File: src/rtl/ifetch_stage.sv
// Instruction fetch stage: one outstanding memory request feeding a small instruction queue,
// with redirect-driven flush and a kill state that swallows the stale in-flight response.
//
// state | meaning
// IDLE  | no request outstanding; may issue when the queue has room
// WAIT  | request accepted, response will be enqueued
// KILL  | request accepted before a redirect, response will be discarded
module ifetch_stage #(
   parameter logic [31:0] RESET_PC = 32'h8000_0000,
   parameter int          QDEPTH   = 2
) (
   input  logic        clock,
   input  logic        reset,
   output logic        io_imem_req_valid,
   input  logic        io_imem_req_ready,
   output logic [31:0] io_imem_req_addr,
   input  logic        io_imem_resp_valid,
   input  logic [31:0] io_imem_resp_data,
   input  logic        io_redirect_valid,
   input  logic [31:0] io_redirect_target,
   output logic        io_inst_valid,
   input  logic        io_inst_ready,
   output logic [31:0] io_inst_pc,
   output logic [31:0] io_inst_bits
);

   localparam int PW = $clog2(QDEPTH);
   localparam int CW = PW + 1;

   typedef enum logic [1:0] {
      IDLE = 2'd0,
      WAIT = 2'd1,
      KILL = 2'd2
   } state_t;

   state_t        state;
   logic [31:0]   pc;
   logic [31:0]   inflight_pc;
   logic [PW-1:0] head;
   logic [PW-1:0] tail;
   logic [CW-1:0] count;
   logic [31:0]   q_pc   [QDEPTH];
   logic [31:0]   q_bits [QDEPTH];

   logic req_fire;
   logic enq;
   logic deq;

   // Gated by reset so no request is visible while reset is held.
   assign io_imem_req_valid = reset && (state == IDLE) && (count < CW'(QDEPTH))
                              && !io_redirect_valid;
   assign io_imem_req_addr  = pc;

   assign req_fire = io_imem_req_valid && io_imem_req_ready;
   assign enq      = (state == WAIT) && io_imem_resp_valid && !io_redirect_valid;
   assign deq      = io_inst_valid && io_inst_ready;

   assign io_inst_valid = (count != '0);
   assign io_inst_pc    = q_pc[head];
   assign io_inst_bits  = q_bits[head];

   always_ff @(posedge clock or negedge reset) begin
      if (!reset) begin
         state       <= IDLE;
         pc          <= RESET_PC;
         inflight_pc <= '0;
         head        <= '0;
         tail        <= '0;
         count       <= '0;
      end else if (io_redirect_valid) begin
         pc    <= io_redirect_target & ~32'h3;
         head  <= '0;
         tail  <= '0;
         count <= '0;
         // A response landing with the redirect closes the outstanding request, so no kill is needed.
         if ((state != IDLE) && io_imem_resp_valid) begin
            state <= IDLE;
         end else if (state == WAIT) begin
            state <= KILL;
         end
      end else begin
         if (req_fire) begin
            pc          <= pc + 32'd4;
            inflight_pc <= pc;
         end
         case (state)
            IDLE:    if (req_fire) state <= WAIT;
            WAIT:    if (io_imem_resp_valid) state <= IDLE;
            KILL:    if (io_imem_resp_valid) state <= IDLE;
            default: state <= IDLE;
         endcase
         if (enq) tail <= tail + 1'b1;
         if (deq) head <= head + 1'b1;
         case ({enq, deq})
            2'b10:   count <= count + 1'b1;
            2'b01:   count <= count - 1'b1;
            default: count <= count;
         endcase
      end
   end

   always_ff @(posedge clock) begin
      if (enq) begin
         q_pc[tail]   <= inflight_pc;
         q_bits[tail] <= io_imem_resp_data;
      end
   end

endmodule

File: config.mk
export PLATFORM = sky130hd
export DESIGN_NAME = ifetch_stage
export DESIGN_NICKNAME = d
export VERILOG_FILES = /design/src/rtl/ifetch_stage.sv
export SDC_FILE = /design/constraint.sdc
export NUM_CORES = 1
export LEC_CHECK = 0
export CAP_MARGIN = 25
export CORE_MARGIN = 2
export CORE_UTILIZATION = 46
export CTS_CLUSTER_SIZE = 16
export DETAILED_ROUTE_END_ITERATION = 10
export GPL_TIMING_DRIVEN = 0
export PLACE_DENSITY = 0.72
export SLEW_MARGIN = 20
export SYNTH_ARGS = -nofsm -noshare
export SYNTH_HDL_FRONTEND = slang
export SYNTH_SLANG_ARGS = --single-unit
File: constraint.sdc
create_clock -name clock -period 8.01 [get_ports clock]
set_input_delay 0.801 -clock clock [delete_from_list [all_inputs] [get_ports clock]]
set_output_delay 0.801 -clock clock [all_outputs]
set_load 0.05 [all_outputs]
==> results of run 1 <==
[cells in the final DEF, fill, tap and decap left out, types with 3 or more instances in the layout]
| cell type | count |
|---|---|
| buf_4 | 20 |
| nand3_1 | 15 |
| a21oi_1 | 10 |
| edfxtp_1 | 124 |
| buf_2 | 5 |
| nor2b_1 | 5 |
| conb_1 | 4 |
| xor2_1 | 7 |
| a22oi_1 | 3 |
| o211ai_1 | 4 |
| o311ai_1 | 3 |
| inv_1 | 9 |
| clkbuf_1 | 19 |
| a31oi_1 | 5 |
| buf_1 | 3 |
| buf_6 | 3 |
| dfrtp_1 | 65 |
| inv_6 | 7 |
| and3_1 | 4 |
| clkdlybuf4s50_1 | 159 |
| nand4_1 | 9 |
| mux2_2 | 62 |
| mux2i_1 | 4 |
| o311ai_0 | 8 |
| o21ai_0 | 28 |
| ha_1 | 3 |
| clkbuf_16 | 17 |
| nand2_1 | 123 |
| nor2_1 | 17 |
[worst min path at each step]
stage / end / slack, ns
finish: inflight_pc[24]$_DFFE_PN0P_ / 0.26
global route: inflight_pc[24]$_DFFE_PN0P_ / 0.27
CTS: inflight_pc[28]$_DFFE_PN0P_ / 0.26
detailed placement: q_pc[0][4]$_DFFE_PP_ / 0.46
global placement: q_pc[0][30]$_DFFE_PP_ / 0.45
floorplan: q_pc[0][10]$_DFFE_PP_ / 0.44
[metrics by stage]
step	TNS [ns]	worst slack [ns]	util	hold WS, ns	cell area [um2]
2_1_floorplan	0	1.57	-	0.442	7830
3_3_place_gp	-129.94	-1.26	0.585	0.447	9710
3_5_place_dp	0	4.48	0.594	0.459	9850
4_1_cts	0	4.29	0.629	0.264	10400
5_1_grt	0	4.20	0.629	0.266	10400
6_report	0	4.38	0.629	0.264	10400
[metal layers]
| metal | vias up | part of all wire | wire length [um] | track usage |
|---|---|---|---|---|
| met1 | 2713 | 0.41 | 7480 | 0.271 |
| met4 | 0 | 0.019 | 347 | 0.0731 |
| met3 | 30 | 0.075 | 1370 | 0.0457 |
| met5 | - | 0 | 0 | 0 |
| li1 | 2513 | - | - | - |
| met2 | 271 | 0.50 | 9120 | 0.348 |
[cell type report]
| class | count | area (um2) |
|---|---|---|
| fill | 1295 | 6150 |
| sequential | 190 | 5380 |
| multi-input combinational | 351 | 2250 |
| timing repair buffer | 175 | 1740 |
| clock buffer | 18 | 439 |
| tap | 220 | 275 |
| buffer | 35 | 175 |
| clock inverter | 14 | 141 |
| inverter | 9 | 33.8 |
[state kept, by name (all words and copies together), names as in the netlist]
name	cells
q_bits	64
q_pc	60
inflight_pc	30
io_imem_req_addr	30
count	2
state	2
head	1
tail	1
[power by group through the flow]
stage,logic [mW],registers (mW),clock network (mW)
detailed placement,0.397,1.30,0
global placement,0.383,1.29,0
CTS,0.400,1.28,0.840
finish,0.398,1.28,0.822
floorplan,0.185,1.34,0
global route,0.432,1.30,0.889
[kinds of logic (layout without fill, tap and decap cells)]
group                    Yosys count  count (layout)  synth area share
adder cells (fa/ha/maj)            3               3           0.00480
XOR/XNOR                           8               8           0.00896
AO/OA/AOI/OAI                     71              71            0.0586
multiplexers                      66              66            0.0944
flip-flops                       190             190             0.688
other                              1               4          0.000480
buffers and inverters             44             251            0.0267
AND/OR/NAND/NOR                  199             199             0.118
==> flow_metrics.py, run 1 <==
metrics = {
    "outcome": {
        "status": "complete, no violations",
    },
    "worst_setup_path": {
        "cp_max_fo": 10,
        "cpMaxStageDelayCell": "clkdlybuf4s50_1",
        "worstReg2RegStart": "state[1]$_DFFE_PN0P_",
        "startpoint_type": "register",
        "crit_path_frequent_cell": "clkbuf_1",
        "crit_start": "head$_DFFE_PN0P_",
        "reg2regPathDepth": 9,
        "cp_num_cells": 4,
        "critPathBufInv": 3,
        "crit_path_cell_trace": "clkbuf_1 -> clkbuf_1 -> mux2_2 -> clkdlybuf4s50_1",
        "slowest_delay_ns": 0.71,
        "worstPathRequired_ns": 7.21,
        "critPathCaptureType": "primary output",
        "reg2reg_slack_ns": 5.28,
        "endpoint": "io_inst_bits[28]",
        "rr_endpoint": "q_pc[1][22]$_DFFE_PP_",
        "worst-setup-path-type": "register to primary output",
        "critical-path-top-delay-family": "buffers and inverters",
        "worstPathArrival_ns": 2.83,
    },
    "timing": {
        "slew_viol_final": 0,
        "relSlewSlack": 0.553,
        "hold_viol": 0,
        "skew_ns": 0.0114,
        "rsz0062_at_grt": "no",
        "setup_viol_count_final": 0,
        "fmax_ghz": 0.276,
        "min_period_over_period": 0.453,
        "fin_crit_ns": 3.63,
        "tightest_slew_ns": 0.670,
    },
    "finish": {
        "layout.cells.non_filler": 1012,
        "nets": 852,
        "diodes": 0,
        "drive_gt1_frac": 0.168,
        "syn_to_final_growth_pct": 33.4,
    },
    "floorplanning": {
        "start_util": 0.471,
        "die_y_um": 134,
        "ios": 168,
        "core-area_um2": 16600,
        "dieArea_um2": 18100,
        "dieWidth_um": 134,
        "rows": 47,
    },
    "grt": {
        "grt_pass1_vias": 5507,
        "grt_max_degree": 46,
        "grt-ovfl-total": 0,
        "grt_antenna_before_repair": 0,
        "grt_first_pass_wirelength_mm": 28.9,
        "track_usage": 0.209,
    },
    "logic_synthesis": {
        "async_flop_share": 0.347,
        "yosysSeqAreaShare": 0.688,
        "synth_top_cell_area_share": 0.476,
        "synthTopCellsByCount": "edfxtp_1, nand2_1, dfrtp_1",
        "synth_warnings": 0,
        "synth-edff-count": 124,
        "syn_avg_cell_area_um2": 13.4,
        "synth_cells": 582,
        "synth_cell_types": 53,
        "synth_area_leaders": "edfxtp_1, dfrtp_1, mux2_2",
        "post-synth-top-count-cell": "edfxtp_1",
        "ys_ff_latch": 190,
        "ys.flop_type": "edfxtp_1",
        "synth_area_um2": 7820,
        "yosysTopAreaCell": "edfxtp_1",
    },
    "clocking": {
        "root_buffer": "clkbuf_16",
        "postCtsSetupRepairBufs": 0,
        "cts_max_level": 4,
        "cts_sinks": 190,
        "clk_latency_ns": 0.43,
        "cts.reportedPaths.clkPinSlew_ns": 0.08,
        "ctsHoldBuffers": 0,
        "cts_tree": "yes",
        "ctsLongestPathBuffers": 2,
        "numCtsBuffers": 17,
        "cts_resized": 0,
    },
    "power": {
        "p_per_area_nw_per_um2": 240,
        "intPower_mw": 1.79,
        "comb_power_share": 0.159,
        "p_seq_frac": 0.512,
        "ir_worst_vdd_v": 0.000181,
        "leakagePower_nw": 3.96,
        "clockPowerShare": 0.329,
        "p_sw_uw": 712,
        "swShare": 0.285,
        "p_total_mw": 2.50,
    },
    "placed_design": {
        "io_buffers": 160,
        "dp_hpwl_mm": 13.3,
        "post-place-cells": 980,
        "gp_congestion": 0.910,
    },
    "hold_path": {
        "hold_class": "primary input to async pin",
    },
    "routing": {
        "drtAntennaViolNets": 0,
        "route.detailed.drc": 0,
        "wl_per_cell_um": 18.1,
        "vias_per_cell": 5.46,
        "drtIter0Drc": 588,
        "firstDrtPassIters": 5,
        "wl_mm": 18.3,
        "vias": 5527,
    },
    "job": {
        "cap_violations": 0,
    },
}
Power figures use the tool's default switching activity.
==> run 2, diff against run 1 <==
==> constraint.sdc (replaced) <==
create_clock -name clock -period 3.6 [get_ports clock]
set_input_delay 0.36 -clock clock [delete_from_list [all_inputs] [get_ports clock]]
set_output_delay 0.36 -clock clock [all_outputs]
set_load 0.05 [all_outputs]
==> run 2 against run 1 <==
Sequential cell count unchanged. Cell count shrank 0.49%. Global-route usage is 0.26 points higher. Non-clock buffer count is 5 lower. Clock skew decreased by 0.0057 ns. First-iteration DRC count is 24% lower. Power rose by 120%. Hold slack better by 0.0073 ns. Die area unchanged. Sequential share of layout area decreased by 0.068 points. Register-to-register slack got worse by 4.0 ns. Sequential power is 120% higher. Largest cell class unchanged. Highest routed layer unchanged.
==> flow_metrics.py, run 2 (same netlist as run 1, synthesis figures left out) <==
metrics = {
    "outcome": {
        "status": "complete, no violations",
    },
    "worst_setup_path": {
        "cpMaxStageDelayCell": "clkdlybuf4s50_1",
        "cp_max_fo": 10,
        "crit_start": "head$_DFFE_PN0P_",
        "endpoint": "io_inst_bits[25]",
        "reg2reg_slack_ns": 1.29,
        "worstReg2RegStart": "state[0]$_DFFE_PN0P_",
        "worstPathArrival_ns": 2.97,
        "crit_path_cell_trace": "clkbuf_1 -> clkbuf_1 -> mux2_2 -> clkdlybuf4s50_1",
        "critPathCaptureType": "primary output",
        "reg2regPathDepth": 8,
        "rr_endpoint": "inflight_pc[9]$_DFFE_PN0P_",
        "slowest_delay_ns": 0.71,
        "crit_path_frequent_cell": "clkbuf_1",
        "worst-setup-path-type": "register to primary output",
        "worstPathRequired_ns": 3.24,
        "startpoint_type": "register",
    },
    "routing": {
        "drtIter0Drc": 445,
        "firstDrtPassIters": 5,
        "vias_per_cell": 5.39,
        "dr_wl_met2_mm": 9.18,
        "vias": 5425,
        "maxUsedRoutingLayer": "met4",
        "drtAntennaViolNets": 0,
        "met1Wirelength_mm": 7.80,
        "wl_mm": 18.8,
        "met3WireLength_mm": 1.42,
        "route.detailed.drc": 0,
        "wl_per_cell_um": 18.7,
    },
    "grt": {
        "track_usage": 0.211,
        "grt_first_pass_wirelength_mm": 29.0,
        "grt_antenna_before_repair": 0,
        "grt_pass1_vias": 5452,
        "grt-ovfl-total": 0,
        "grt_max_degree": 38,
    },
    "floorplanning": {
        "start_util": 0.471,
        "die_y_um": 134,
        "dieWidth_um": 134,
        "core-area_um2": 16600,
        "ios": 168,
        "dieArea_um2": 18100,
        "rows": 47,
    },
    "timing": {
        "skew_ns": 0.00565,
        "min_period_over_period": 0.924,
        "fin_setup_tns_ns": 0,
        "slew_viol_final": 0,
        "hold_viol": 0,
        "fin_crit_ns": 3.33,
        "setup_viol_count_final": 0,
        "relSlewSlack": 0.495,
        "fmax_ghz": 0.301,
        "rsz0062_at_grt": "no",
        "tightest_slew_ns": 0.757,
    },
    "job": {
        "cap_violations": 0,
    },
    "power": {
        "p_total_mw": 5.58,
        "ir_worst_vdd_v": 0.000338,
        "p_per_area_nw_per_um2": 534,
        "leakagePower_nw": 3.94,
    },
    "finish": {
        "layout_commonest_cell": "clkdlybuf4s50_1",
        "fillCellCount": 1271,
        "nets": 847,
        "largest-register": "q_bits",
        "final_cell_mix": "clkdlybuf4s50_1, edfxtp_1, nand2_1",
        "reg_top3": "q_bits (64), q_pc (60)",
        "drive_gt1_frac": 0.160,
        "syn_to_final_growth_pct": 33.6,
        "largest_register_ffs": 64,
        "layout.cells.non_filler": 1007,
        "diodes": 0,
    },
    "hold_path": {
        "hold_class": "primary input to register",
        "hp-start": "io_redirect_valid",
    },
    "placed_design": {
        "post-place-cells": 974,
        "dp_hpwl_mm": 13.4,
        "gp_congestion": 0.865,
        "io_buffers": 160,
    },
    "clocking": {
        "cts.reportedPaths.clkPinSlew_ns": 0.07,
        "cts_tree": "yes",
        "cts_sinks": 190,
        "postCtsSetupRepairBufs": 0,
        "cts_max_level": 4,
        "numCtsBuffers": 17,
        "clk_latency_ns": 0.43,
        "root_buffer": "clkbuf_16",
        "ctsLongestPathBuffers": 2,
    },
}
run 2: worst min path at each step:
stage,endpoint,slack (ns),cells after the start
5_1_grt,io_imem_req_addr[27]$_DFFE_PN0P_,0.28,3
6_report,io_imem_req_addr[27]$_DFFE_PN0P_,0.27,3
3_3_place_gp,q_pc[1][30]$_DFFE_PP_,0.45,0
4_1_cts,io_imem_req_addr[27]$_DFFE_PN0P_,0.26,3
2_1_floorplan,count[0]$_DFFE_PN0P_,0.06,0
3_5_place_dp,inflight_pc[26]$_DFFE_PN0P_,0.33,1
run 2: where the power goes:
part | switching (mW) | leakage, nW | internal (mW)
sequential | 0.207 | 1.95 | 2.65
combinational | 0.550 | 1.71 | 0.339
clock | 0.829 | 0.281 | 1.00
run 2: per-layer routing:
metal,global-route usage,up-vias
met5,0,-
met4,0.0743,0
met3,0.0476,29
met2,0.349,255
met1,0.276,2637
li1,-,2504
run 2: worst max-delay path: cells and delay by family, from the launching register on:
kind / cells / cell delay (ns)
buffers and inverters: 3 / 1.78
multiplexers: 1 / 0.40
flip-flops: 1 / 0.35
run 2: layout make-up:
type	count	area, um2	area share
timing repair buffer	170	1740	0.166
inverter	9	33.8	0.00323
clock buffer	18	450	0.0431
multi-input combinational	351	2270	0.217
clock inverter	14	129	0.0123
sequential	190	5380	0.515
tap	220	275	0.0264
buffer	35	175	0.0168
run 2: timing repair:
action | 4_1_cts | 5_1_grt
hold buffers | 1 | 0
resized for setup | 0 | 0
endpoints found under the hold margin | 30 | 0
run 2: through the flow:
step | hold WS (ns) | cell area (um2) | util | setup WS [ns]
floorplan | 0.0644 | 7840 | - | -0.209
global placement | 0.448 | 9720 | 0.586 | -1.89
detailed placement | 0.328 | 9860 | 0.594 | 0.664
CTS | 0.259 | 10400 | 0.630 | 0.151
global route | 0.284 | 10400 | 0.630 | 0.0708
finish | 0.272 | 10400 | 0.630 | 0.274
==> run 3, diff against run 2 <==
--- a/config.mk
+++ b/config.mk
@@ -6,13 +6,13 @@
 export NUM_CORES = 1
 export LEC_CHECK = 0
 export CAP_MARGIN = 25
-export CORE_MARGIN = 2
+export CORE_MARGIN = 8
 export CORE_UTILIZATION = 46
 export CTS_CLUSTER_SIZE = 16
 export DETAILED_ROUTE_END_ITERATION = 10
 export GPL_TIMING_DRIVEN = 0
 export PLACE_DENSITY = 0.72
-export SLEW_MARGIN = 20
+export SLEW_MARGIN = 10
 export SYNTH_ARGS = -nofsm -noshare
 export SYNTH_HDL_FRONTEND = slang
 export SYNTH_SLANG_ARGS = --single-unit
==> run 3 against run 2 <==
Highest routed layer unchanged. Sequential share of layout area fell by 0.17 points. Hold slack got worse by 0.0062 ns. First-iteration DRC count fell by 10%. Design area rose by 0.34%. Sequential power barely moved. Non-clock buffer count did not move. Combinational power rose by 0.6%. Register-to-register slack barely moved. Clock power barely moved. Critical endpoint is now io_inst_bits[24]. Fmax rose by 0.54%.
==> flow_metrics.py, run 3 (same netlist as run 1, synthesis figures left out) <==
metrics = {
    "routing": {
        "vias_per_cell": 5.32,
        "firstDrtPassIters": 5,
        "wl_mm": 19.2,
        "drtIter0Drc": 400,
        "drtAntennaViolNets": 0,
        "vias": 5359,
        "wl_per_cell_um": 19.1,
        "route.detailed.drc": 0,
    },
    "finish": {
        "ff_latch_area_um2": 5380,
        "diodes": 0,
        "layout_commonest_cell": "clkdlybuf4s50_1",
        "drive_gt1_frac": 0.161,
        "final_cell_mix": "clkdlybuf4s50_1, edfxtp_1, nand2_1",
        "multiInputGateArea_um2": 2270,
        "largest_register_ffs": 64,
        "syn_to_final_growth_pct": 34.0,
        "reg_top3": "q_bits (64), q_pc (60)",
        "largest-register": "q_bits",
        "fillCellCount": 1287,
        "nets": 847,
    },
    "power": {
        "p_per_area_nw_per_um2": 535,
        "p_seq_frac": 0.509,
        "p_total_mw": 5.61,
        "ir_worst_vdd_v": 0.000361,
        "clockPowerShare": 0.331,
        "swShare": 0.285,
        "comb_power_share": 0.159,
        "p_sw_mw": 1.60,
        "leakagePower_nw": 3.95,
        "intPower_mw": 4.01,
    },
    "timing": {
        "fin_crit_ns": 3.31,
        "relSlewSlack": 0.510,
        "whs_ns": 0.265,
        "min_period_over_period": 0.919,
        "hold_viol": 0,
        "slew_viol_final": 0,
        "tightest_slew_ns": 0.735,
        "setup_viol_count_final": 0,
        "skew_ns": 0.0122,
        "fmax_ghz": 0.302,
        "rsz0062_at_grt": "no",
    },
    "outcome": {
        "status": "complete, no violations",
    },
    "floorplanning": {
        "dieArea_um2": 21400,
        "rows": 47,
        "die_y_um": 146,
        "ios": 168,
        "start_util": 0.471,
        "dieWidth_um": 146,
        "core-area_um2": 16600,
    },
    "worst_setup_path": {
        "worstPathRequired_ns": 3.24,
        "cp_max_fo": 10,
        "critPathCaptureType": "primary output",
        "worstPathArrival_ns": 2.95,
        "startpoint_type": "register",
        "worst-setup-path-type": "register to primary output",
        "reg2regPathDepth": 7,
        "reg2reg_slack_ns": 1.29,
        "worstReg2RegStart": "state[1]$_DFFE_PN0P_",
        "rr_endpoint": "q_pc[1][23]$_DFFE_PP_",
    },
    "clocking": {
        "clk_latency_ns": 0.43,
        "ctsLongestPathBuffers": 2,
        "postCtsSetupRepairBufs": 0,
        "root_buffer": "clkbuf_16",
        "cts_tree": "yes",
        "cts.reportedPaths.clkPinSlew_ns": 0.07,
        "numCtsBuffers": 17,
        "cts_max_level": 4,
        "ctsHoldBuffers": 1,
        "cts_resized": 0,
        "cts_sinks": 190,
    },
    "hold_path": {
        "hold_class": "primary input to register",
        "whs_endpoint": "io_imem_req_addr[27]$_DFFE_PN0P_",
        "hp-start": "io_redirect_valid",
        "holdPathStages": 3,
    },
    "job": {
        "cap_violations": 0,
    },
    "grt": {
        "grt-ovfl-total": 0,
        "grt_first_pass_wirelength_mm": 30.7,
        "grt_pass1_vias": 5639,
        "grt_antenna_before_repair": 0,
        "grt_max_degree": 58,
        "track_usage": 0.183,
    },
    "placed_design": {
        "gp_congestion": 0.871,
        "io_buffers": 160,
        "dp_hpwl_mm": 14.1,
    },
}
-- run 3: power groups by stage --
stage	sequential, mW	clock [mW]	combinational [mW]
finish	2.86	1.86	0.894
global route	2.89	1.98	0.972
CTS	2.85	1.90	0.898
detailed placement	2.90	0	0.890
global placement	2.88	0	0.859
floorplan	2.98	0	0.412
-- run 3: final cells by class --
class	instances	share of cell area
clock buffers	18	0.0430
inverters	9	0.00322
well taps	220	0.0263
flip-flops and latches	190	0.513
plain buffers	35	0.0167
multi-input cells	351	0.216
clock inverters	14	0.0138
repair buffers	170	0.168
-- run 3: layer usage --
| layer | global-route usage | routed length (um) | vias up |
|---|---|---|---|
| met3 | 0.0476 | 1330 | 22 |
| li1 | - | - | 2494 |
| met5 | 0 | 0 | - |
| met4 | 0.0598 | 331 | 0 |
| met1 | 0.234 | 8440 | 2632 |
| met2 | 0.299 | 9110 | 211 |
-- run 3: critical path: stages (launching register included) --
cell,delay (ns)
dfrtp_1,0.34
clkbuf_1,0.43
clkbuf_1,0.62
mux2_2,0.42
clkdlybuf4s50_1,0.70
-- run 3: metrics by stage --
step	setup TNS [ns]	instances	area [um2]	util	setup WS [ns]
2_1_floorplan	-25.08	585	7840	-	-0.209
3_3_place_gp	-306.15	965	9720	0.586	-1.80
3_5_place_dp	0	974	9870	0.595	0.645
4_1_cts	0	1007	10500	0.632	0.191
5_1_grt	0	1007	10500	0.632	0.119
6_report	0	1007	10500	0.632	0.292
-- run 3: worst max path at each step --
stage | startpoint | to | slack (ns)
after floorplan | io_redirect_valid | q_bits[0][0]$_DFFE_PP_ | -0.21
final | head$_DFFE_PN0P_ | io_inst_bits[24] | 0.29
after CTS | head$_DFFE_PN0P_ | io_inst_bits[28] | 0.19
after detailed placement | head$_DFFE_PN0P_ | io_inst_bits[30] | 0.64
after global routing | head$_DFFE_PN0P_ | io_inst_bits[26] | 0.12
after global placement | io_redirect_valid | q_pc[0][30]$_DFFE_PP_ | -1.80
